===== src/rtl/hub75_column_driver.sv =====
// hub75_column_driver: requests column pairs and drives them onto a HUB75 panel
// as three-plane binary-coded modulation.
module hub75_column_driver #(
  parameter int NUM_ROWS  = 64,
  parameter int SCAN_RATE = 32,
  parameter int RGB_RES   = 9,
  parameter int BASE_ON   = 4
) (
  input  logic                                      clk_in,
  input  logic                                      rst_n_in,
  input  logic [1:0][NUM_ROWS-1:0][RGB_RES-1:0]     columns,
  input  logic [$clog2(SCAN_RATE)-1:0]              col_num1,
  input  logic [$clog2(SCAN_RATE):0]                col_num2,
  input  logic                                      data_valid,
  output logic                                      hub75_ready,
  output logic [2:0]                                rgb1,
  output logic [2:0]                                rgb2,
  output logic [$clog2(SCAN_RATE)-1:0]              addr,
  output logic                                      hub75_clk,
  output logic                                      hub75_lat,
  output logic                                      hub75_oe_n
);
  localparam int AW = $clog2(SCAN_RATE);
  localparam int PW = $clog2(NUM_ROWS);
  localparam int CW = $clog2((BASE_ON << 2) + 1);
  typedef enum logic [2:0] {REQ, WAIT, SHIFT, LATCH, DISPLAY} state_t;
  state_t                                  state;
  logic [1:0][NUM_ROWS-1:0][RGB_RES-1:0]   cap;
  logic [AW-1:0]                           cap_addr;
  logic [1:0]                              plane;
  logic [PW-1:0]                           pix;
  logic                                    phase;
  logic [CW-1:0]                           cnt;
  logic                                    unused_col_num2;
  assign unused_col_num2 = ^col_num2;
  function automatic logic [2:0] plane_bits(input logic [RGB_RES-1:0] p, input logic [1:0] b);
    logic [2:0] r, g, bl;
    r  = p[8:6];
    g  = p[5:3];
    bl = p[2:0];
    return {r[b], g[b], bl[b]};
  endfunction
  // outputs are registered: each edge sets the pins for the cycle that follows
  always_ff @(posedge clk_in or negedge rst_n_in) begin
    if (!rst_n_in) begin
      state       <= REQ;
      hub75_ready <= 1'b0;
      rgb1        <= '0;
      rgb2        <= '0;
      addr        <= '0;
      hub75_clk   <= 1'b0;
      hub75_lat   <= 1'b0;
      hub75_oe_n  <= 1'b1;
      cap         <= '0;
      cap_addr    <= '0;
      plane       <= '0;
      pix         <= '0;
      phase       <= 1'b0;
      cnt         <= '0;
    end else begin
      hub75_ready <= 1'b0;
      hub75_lat   <= 1'b0;
      hub75_oe_n  <= 1'b1;
      hub75_clk   <= 1'b0;
      rgb1        <= '0;
      rgb2        <= '0;
      case (state)
        REQ: begin
          hub75_ready <= 1'b1;
          state       <= WAIT;
        end
        // a strobe seen while the request pulse is still high is dropped
        WAIT: if (data_valid && !hub75_ready) begin
          cap      <= columns;
          cap_addr <= col_num1;
          plane    <= '0;
          pix      <= '0;
          phase    <= 1'b0;
          state    <= SHIFT;
        end
        SHIFT: begin
          rgb1      <= plane_bits(cap[0][pix], plane);
          rgb2      <= plane_bits(cap[1][pix], plane);
          hub75_clk <= phase;
          phase     <= !phase;
          if (phase) begin
            if (pix == PW'(NUM_ROWS - 1)) state <= LATCH;
            else pix <= pix + 1'b1;
          end
        end
        LATCH: begin
          hub75_lat <= 1'b1;
          addr      <= cap_addr;
          cnt       <= CW'(BASE_ON << plane);
          state     <= DISPLAY;
        end
        DISPLAY: begin
          hub75_oe_n <= 1'b0;
          cnt        <= cnt - 1'b1;
          if (cnt == CW'(1)) begin
            if (plane == 2'd2) state <= REQ;
            else begin
              plane <= plane + 1'b1;
              pix   <= '0;
              state <= SHIFT;
            end
          end
        end
        default: state <= REQ;
      endcase
    end
  end
endmodule


===== config.mk =====
export PLATFORM = sky130hd
export DESIGN_NAME = hub75_column_driver
export DESIGN_NICKNAME = d
export VERILOG_FILES = /design/src/rtl/hub75_column_driver.sv
export SDC_FILE = /design/constraint.sdc
export NUM_CORES = 2
export LEC_CHECK = 0
export CAP_MARGIN = 25
export CORE_AREA = 3 3 456 458
export DETAILED_ROUTE_END_ITERATION = 10
export DIE_AREA = 0 0 459 461
export PLACE_DENSITY = 0.45
export SLEW_MARGIN = 20
export SYNTH_ARGS = -nofsm -noshare
export SYNTH_HDL_FRONTEND = slang
export SYNTH_SLANG_ARGS = --single-unit

===== constraint.sdc =====
create_clock -name clk_in -period 4.13 [get_ports clk_in]
set_clock_uncertainty 0.1 [all_clocks]
set_input_delay 0.413 -clock clk_in [delete_from_list [all_inputs] [get_ports clk_in]]
set_output_delay 0.413 -clock clk_in [all_outputs]
set_load 0.01 [all_outputs]

* After elaboration in Yosys (flattened, before gate mapping)
Index checks and enable logic that the tools add are counted.
Operators by class: reduce and logical (&&, ||, !) cells 13, $lt $le $gt $ge 2, shift operators 1, muxes and demuxes 41, add/sub/neg operators 3, equal/unequal tests 13
Operators with widths (number):
- 9-bit binary-select mux with 6-bit select | 2
- 6-bit 2-to-1 mux | 5
- 3-bit 2-to-1 mux | 6
- 9-bit 2-to-1 mux | 2
- 6-bit case mux with 3 select lines | 1
- 3-bit case mux with 5 select lines | 1
- 1-bit binary-select mux with 2-bit select | 6
- 2-bit inequality test, second input constant | 6
- 1-bit 2-to-1 mux | 11
- 5-bit case mux with 2 select lines | 1
- 2-bit 2-to-1 mux | 4
- 4-bit AND reduction | 2
- 6-bit by 7-bit < comparator with 1-bit output, second input constant | 1
- 6-bit by 1-bit adder with 6-bit output, second input constant | 1
- 3-bit by 2-bit == test with 1-bit output, second input constant | 2
- 6-bit == test, second input constant | 1
- 6-bit AND reduction | 1
- 2-bit nonzero test | 3
- 5-bit by 1-bit == test with 1-bit output, second input constant | 1
- 3-bit by 2-bit << shifter with 5-bit output, first input constant | 1
- 5-bit by 1-bit subtractor with 5-bit output, second input constant | 1
- 2-bit case mux with 2 select lines | 1
- 2-bit AND reduction | 2
- 3-bit by 1-bit == test with 1-bit output, second input constant | 1
- 9 further kinds | 10
Storage, ports and cells: output and inout bits 15, word-level logic and storage cells 214, input bits 1166, bits in registers 1189

* Logic depth before layout (Yosys ltp)
depth in word-level cells 5, gate-level depth with buffers 13, gate-level depth less buffers 8

* Worst setup path after synthesis
Ideal clock, no wire load.
path kind reg2reg, start register pix[1], end register rgb1[0], clock period less this slack 2.613 ns, arrival time 2.386 ns, library setup time 0.128 ns, buffers on the path 3, path slack 1.517 ns, cell stages (with the launch flop) 10, data required time 3.902 ns, cell sequence dfrtp_1 -> buf_2 -> buf_2 -> buf_1 -> mux4_2 -> mux4_2 -> a22oi_1 -> a31oi_1 -> a31oi_1 -> o31ai_1
On the way: word-level cells in the longest chain between the ends 5
Ends and longest elaborated chain:
- from (decl) | line 31 | logic [PW-1:0] pix;
- from (signal assigned) | line 88 | else pix <= pix + 1'b1;
- 9-bit binary-select mux with 6-bit select | line 82 | rgb1 <= plane_bits(cap[0][pix], plane);
- 9-bit 2-to-1 mux (implied by the code) | line 82
- 1-bit binary-select mux with 2-bit select | line 41 | return {r[b], g[b], bl[b]};
- 1-bit 2-to-1 mux (implied by the code) | line 41
- 3-bit 2-to-1 mux | line 67 | case (state)
- to (signal assigned) | line 82
- to (decl) | line 16 | output logic [2:0] rgb1,
No other way between the ends. The select of a mux whose other input is x is not followed. A chain may end at the register's enable or synchronous reset.

* Worst setup path after layout
start register pix[0], end register rgb1[2]
Same word-level chain as after synthesis.

==> results.md <==
* Status: finished clean
* Cell internal pwr at 31.8 mW
* Count of TritonRoute iterations in the first routing pass at 5
* Post-synth ARST share at 1.00
* Critical Path Start Type: register
* Initial antenna violation count at 64
* Vias per cell at 4.69
* Clock Tree Buf Depth at 3
* Initial standard-cell utilization of the core at 0.263
* Final-report setup violation count at 0
* Number of rows created at floorplan at 166
* ANT nets after route at 0
* Mapped Area at 53800 µm²
* Die span in x at 459 µm
* DR iter-0 viols at 3637
* Required time of the critical path at 4690 ps
* Top cell types by occurrence after synthesis: sky130_fd_sc_hd__nand2_1, sky130_fd_sc_hd__dfrtp_1, sky130_fd_sc_hd__mux4_2
* Clock tree sinks at 1189
* TritonCTS clock tree: done
* Area of all placed cells without fillers at 76400 µm²
* Total Routing Usage GR at 0.236
* Final worst-path cycle share at 0.867
* Register-to-Register Path Depth at 7
* Critical Path AT at 4140 ps
* Slew at the pin with the worst max-slew slack at 883 ps
* Nature of the critical path endpoint: register
* Count of nets after finishing at 8246
* Part of the total power dissipated in sequential elements at 0.408
* Core footprint at 204000 µm²
* Detailed-route via count at 46401
* Library cell with the highest instance count after synthesis: sky130_fd_sc_hd__nand2_1
* Floorplan die height at 461 µm
* Nets in the synthesized netlist at 6893
* Total DRC errors in the routed layout at 0
* Number of enable-type register cells in the synthesized netlist at 0
* Primary flip-flop cell chosen by synthesis mapping: sky130_fd_sc_hd__dfrtp_1
* Count of input and output buffers at 1174
* Number of standard cells after synthesis at 5721
* Via count of the first global-routing pass at 49000
* Crit-path max FO at 20
* Largest area contributor in the synthesized netlist: sky130_fd_sc_hd__dfrtp_1
* CTS buffer count at 144
* Number of H-tree branching levels at 4
* Flop and latch count out of synthesis at 1189
* Final GP Congestion at 0.877
* Cts repair resizes at 0
* Setup tns final at 0 ps
* Critical path cell sequence: buf_12 -> buf_4 -> mux4_2 -> mux4_2 -> a221oi_1 -> buf_4 -> o211ai_1
* Total congestion overflow after global routing at 0
* Fraction of layout cells with a size suffix above 1 at 0.0971
* Final wirelength at 254000 µm
* Final count of pins violating max slew at 0
* Clk_lat worst skew at 800 ps
* Reg2Reg Launch Point: pix[0]
* Mean routed wirelength per cell at 25.7 µm
* Time the worst path needs with I/O delays and setup at 3580 ps
* Synthesized area divided by synthesized cell count at 9.41 µm²
* Reg2Reg Setup Slack at 550 ps
* Worst slew slack as a fraction of its limit at 0.408
* Critical path class: reg2reg
* Worst path top cell family by delay: multiplexers
* Maximum ir drop on the vdd rail at 0.423 mV
* Clock root buffer master: sky130_fd_sc_hd__clkbuf_16
* Number of hold violations in the final report at 0
* Wire length of the first global-routing pass at 360000 µm
* Distinct cells, synth at 55
* Count of max-cap constraint violations at 0
* Cell area reported after detailed placement at 69100 µm²
* Number of setup buffers added after CTS at 0
* Worst min-delay path class: in2async
* RSZ-0062 raised after global routing: false
* Leakage at 36.0 nW
* Clock-pin slew on the worst setup and hold paths at 60 ps
* Number of buffers and inverters on the critical path at 3
* Number of warning messages in the yosys log at 0
* Net Sw Power at 18.1 mW
* Synth top area cells: sky130_fd_sc_hd__dfrtp_1, sky130_fd_sc_hd__nand2_1, sky130_fd_sc_hd__mux4_2
* Dpl hpwl at 196000 µm
* Share of power burned in combinational logic at 0.331
* Power per cell area at 653 nW/µm²
* Sequential share of the synthesized area at 0.553
* Switching part of the total at 0.363
* I/O pin total at 1181
* Pin count of the biggest net entering global routing at 126
* Die footprint at 212000 µm²
* Clk pwr share at 0.260
* Layout Area Growth over Synthesis at 42.0%
* Biggest cell delay along the critical path at 760 ps
* Fraction of synthesized cell area taken by the top area cell type at 0.552
* Standard cell with the maximum stage delay on the critical path: sky130_fd_sc_hd__dfrtp_4
* Achievable frequency at 279 MHz
* Endpoint of the worst-slack reg-to-reg timing path: rgb1[2]
[stage by stage]
step / power [mW] / worst slack [ps] / hold WS [ps] / utilization / cells
2_1_floorplan: 29.5 / 1520 / 17.4 / - / 5721
3_3_place_gp: 36.8 / 460 / 307 / 0.338 / 9369
3_5_place_dp: 37.1 / 455 / 319 / 0.338 / 9369
4_1_cts: 50.6 / 451 / 0.0403 / 0.374 / 9876
5_1_grt: 53.3 / 459 / 23.2 / 0.374 / 9888
6_report: 49.9 / 550 / 18.9 / 0.374 / 9904
[power groups by stage]
stage	sequential, mW	combinational, mW	clock, mW
floorplan	19.1	10.4	0
global placement	20.4	16.3	0
detailed placement	20.6	16.5	0
CTS	20.4	16.8	13.3
global route	21.0	18.5	13.8
finish	20.4	16.5	13.0
[cell type report]
| type | count | area [µm²] |
|---|---|---|
| fillers | 20875 | 128000 |
| diodes | 28 | 70.1 |
| clock inverters | 42 | 508 |
| repair buffers | 1569 | 16000 |
| multi-input cells | 4159 | 22400 |
| clock buffers | 218 | 4270 |
| inverters | 11 | 41.3 |
| flip-flops and latches | 1189 | 29800 |
| well taps | 2688 | 3360 |
[worst max path at each step]
| stage | start | to | slack [ps] | cells after the start |
|---|---|---|---|---|
| 6_report | pix[0] | rgb1[2] | 550 | 7 |
| 5_1_grt | pix[0] | rgb2[1] | 460 | 9 |
| 4_1_cts | pix[0] | rgb1[2] | 450 | 7 |
| 3_5_place_dp | pix[0] | rgb1[2] | 460 | 7 |
| 3_3_place_gp | pix[0] | rgb1[2] | 460 | 7 |
| 2_1_floorplan | pix[1] | rgb1[0] | 1520 | 9 |
[repair_timing]
action                                  CTS  global route
hold buffers                            247             0
endpoints found under the setup margin    0             0
endpoints found under the hold margin   314             0
[placed cells by master, fill, tap and decap left out, drive strengths merged, types with 8 or more instances in the layout]
cell,n
inv,17
clkinv,26
o211ai,18
nand2b,9
a21oi,20
nor2b,10
nor2,36
dfrtp,1188
nand2,3505
a22oi,45
o21ai,23
clkbuf,218
nand3,23
a221oi,12
mux2i,70
clkdlybuf4s50,1173
mux2,8
diode,28
mux4,292
a22o,9
dlygate4sd3,247
buf,149
[logic make-up (layout without fill, tap and decap cells)]
kind of cell,count (synthesis),after routing,synth area share
simple gates,3613,3613,0.255
fa+ha+maj,6,6,0.00140
other cells,0,28,0
mux,370,370,0.137
flops,1189,1189,0.553
xor+xnor,2,2,0.000326
compound gates,168,168,0.0224
buf+inv,373,1840,0.0310
[registers in the layout, indices dropped and copies added (netlist names)]
| name | count |
|---|---|
| state | 3 |
| cnt | 5 |
| rgb2 | 3 |
| cap_addr | 5 |
| addr | 5 |
| pix | 6 |
| cap | 1152 |
| hub75_lat | 1 |
| rgb1 | 3 |
| phase | 1 |
| hub75_oe_n | 1 |
| plane | 2 |
| hub75_ready | 1 |
| hub75_clk | 1 |
[per-layer routing]
layer  up-vias  wire length (µm)  global-route usage
met5         -               353                   0
met4        60              6610              0.0610
met3       327             15900              0.0490
met2      1590            122000               0.393
met1     23273            109000               0.313
li1      21151                 -                   -
(Power assumes the default switching activity.)
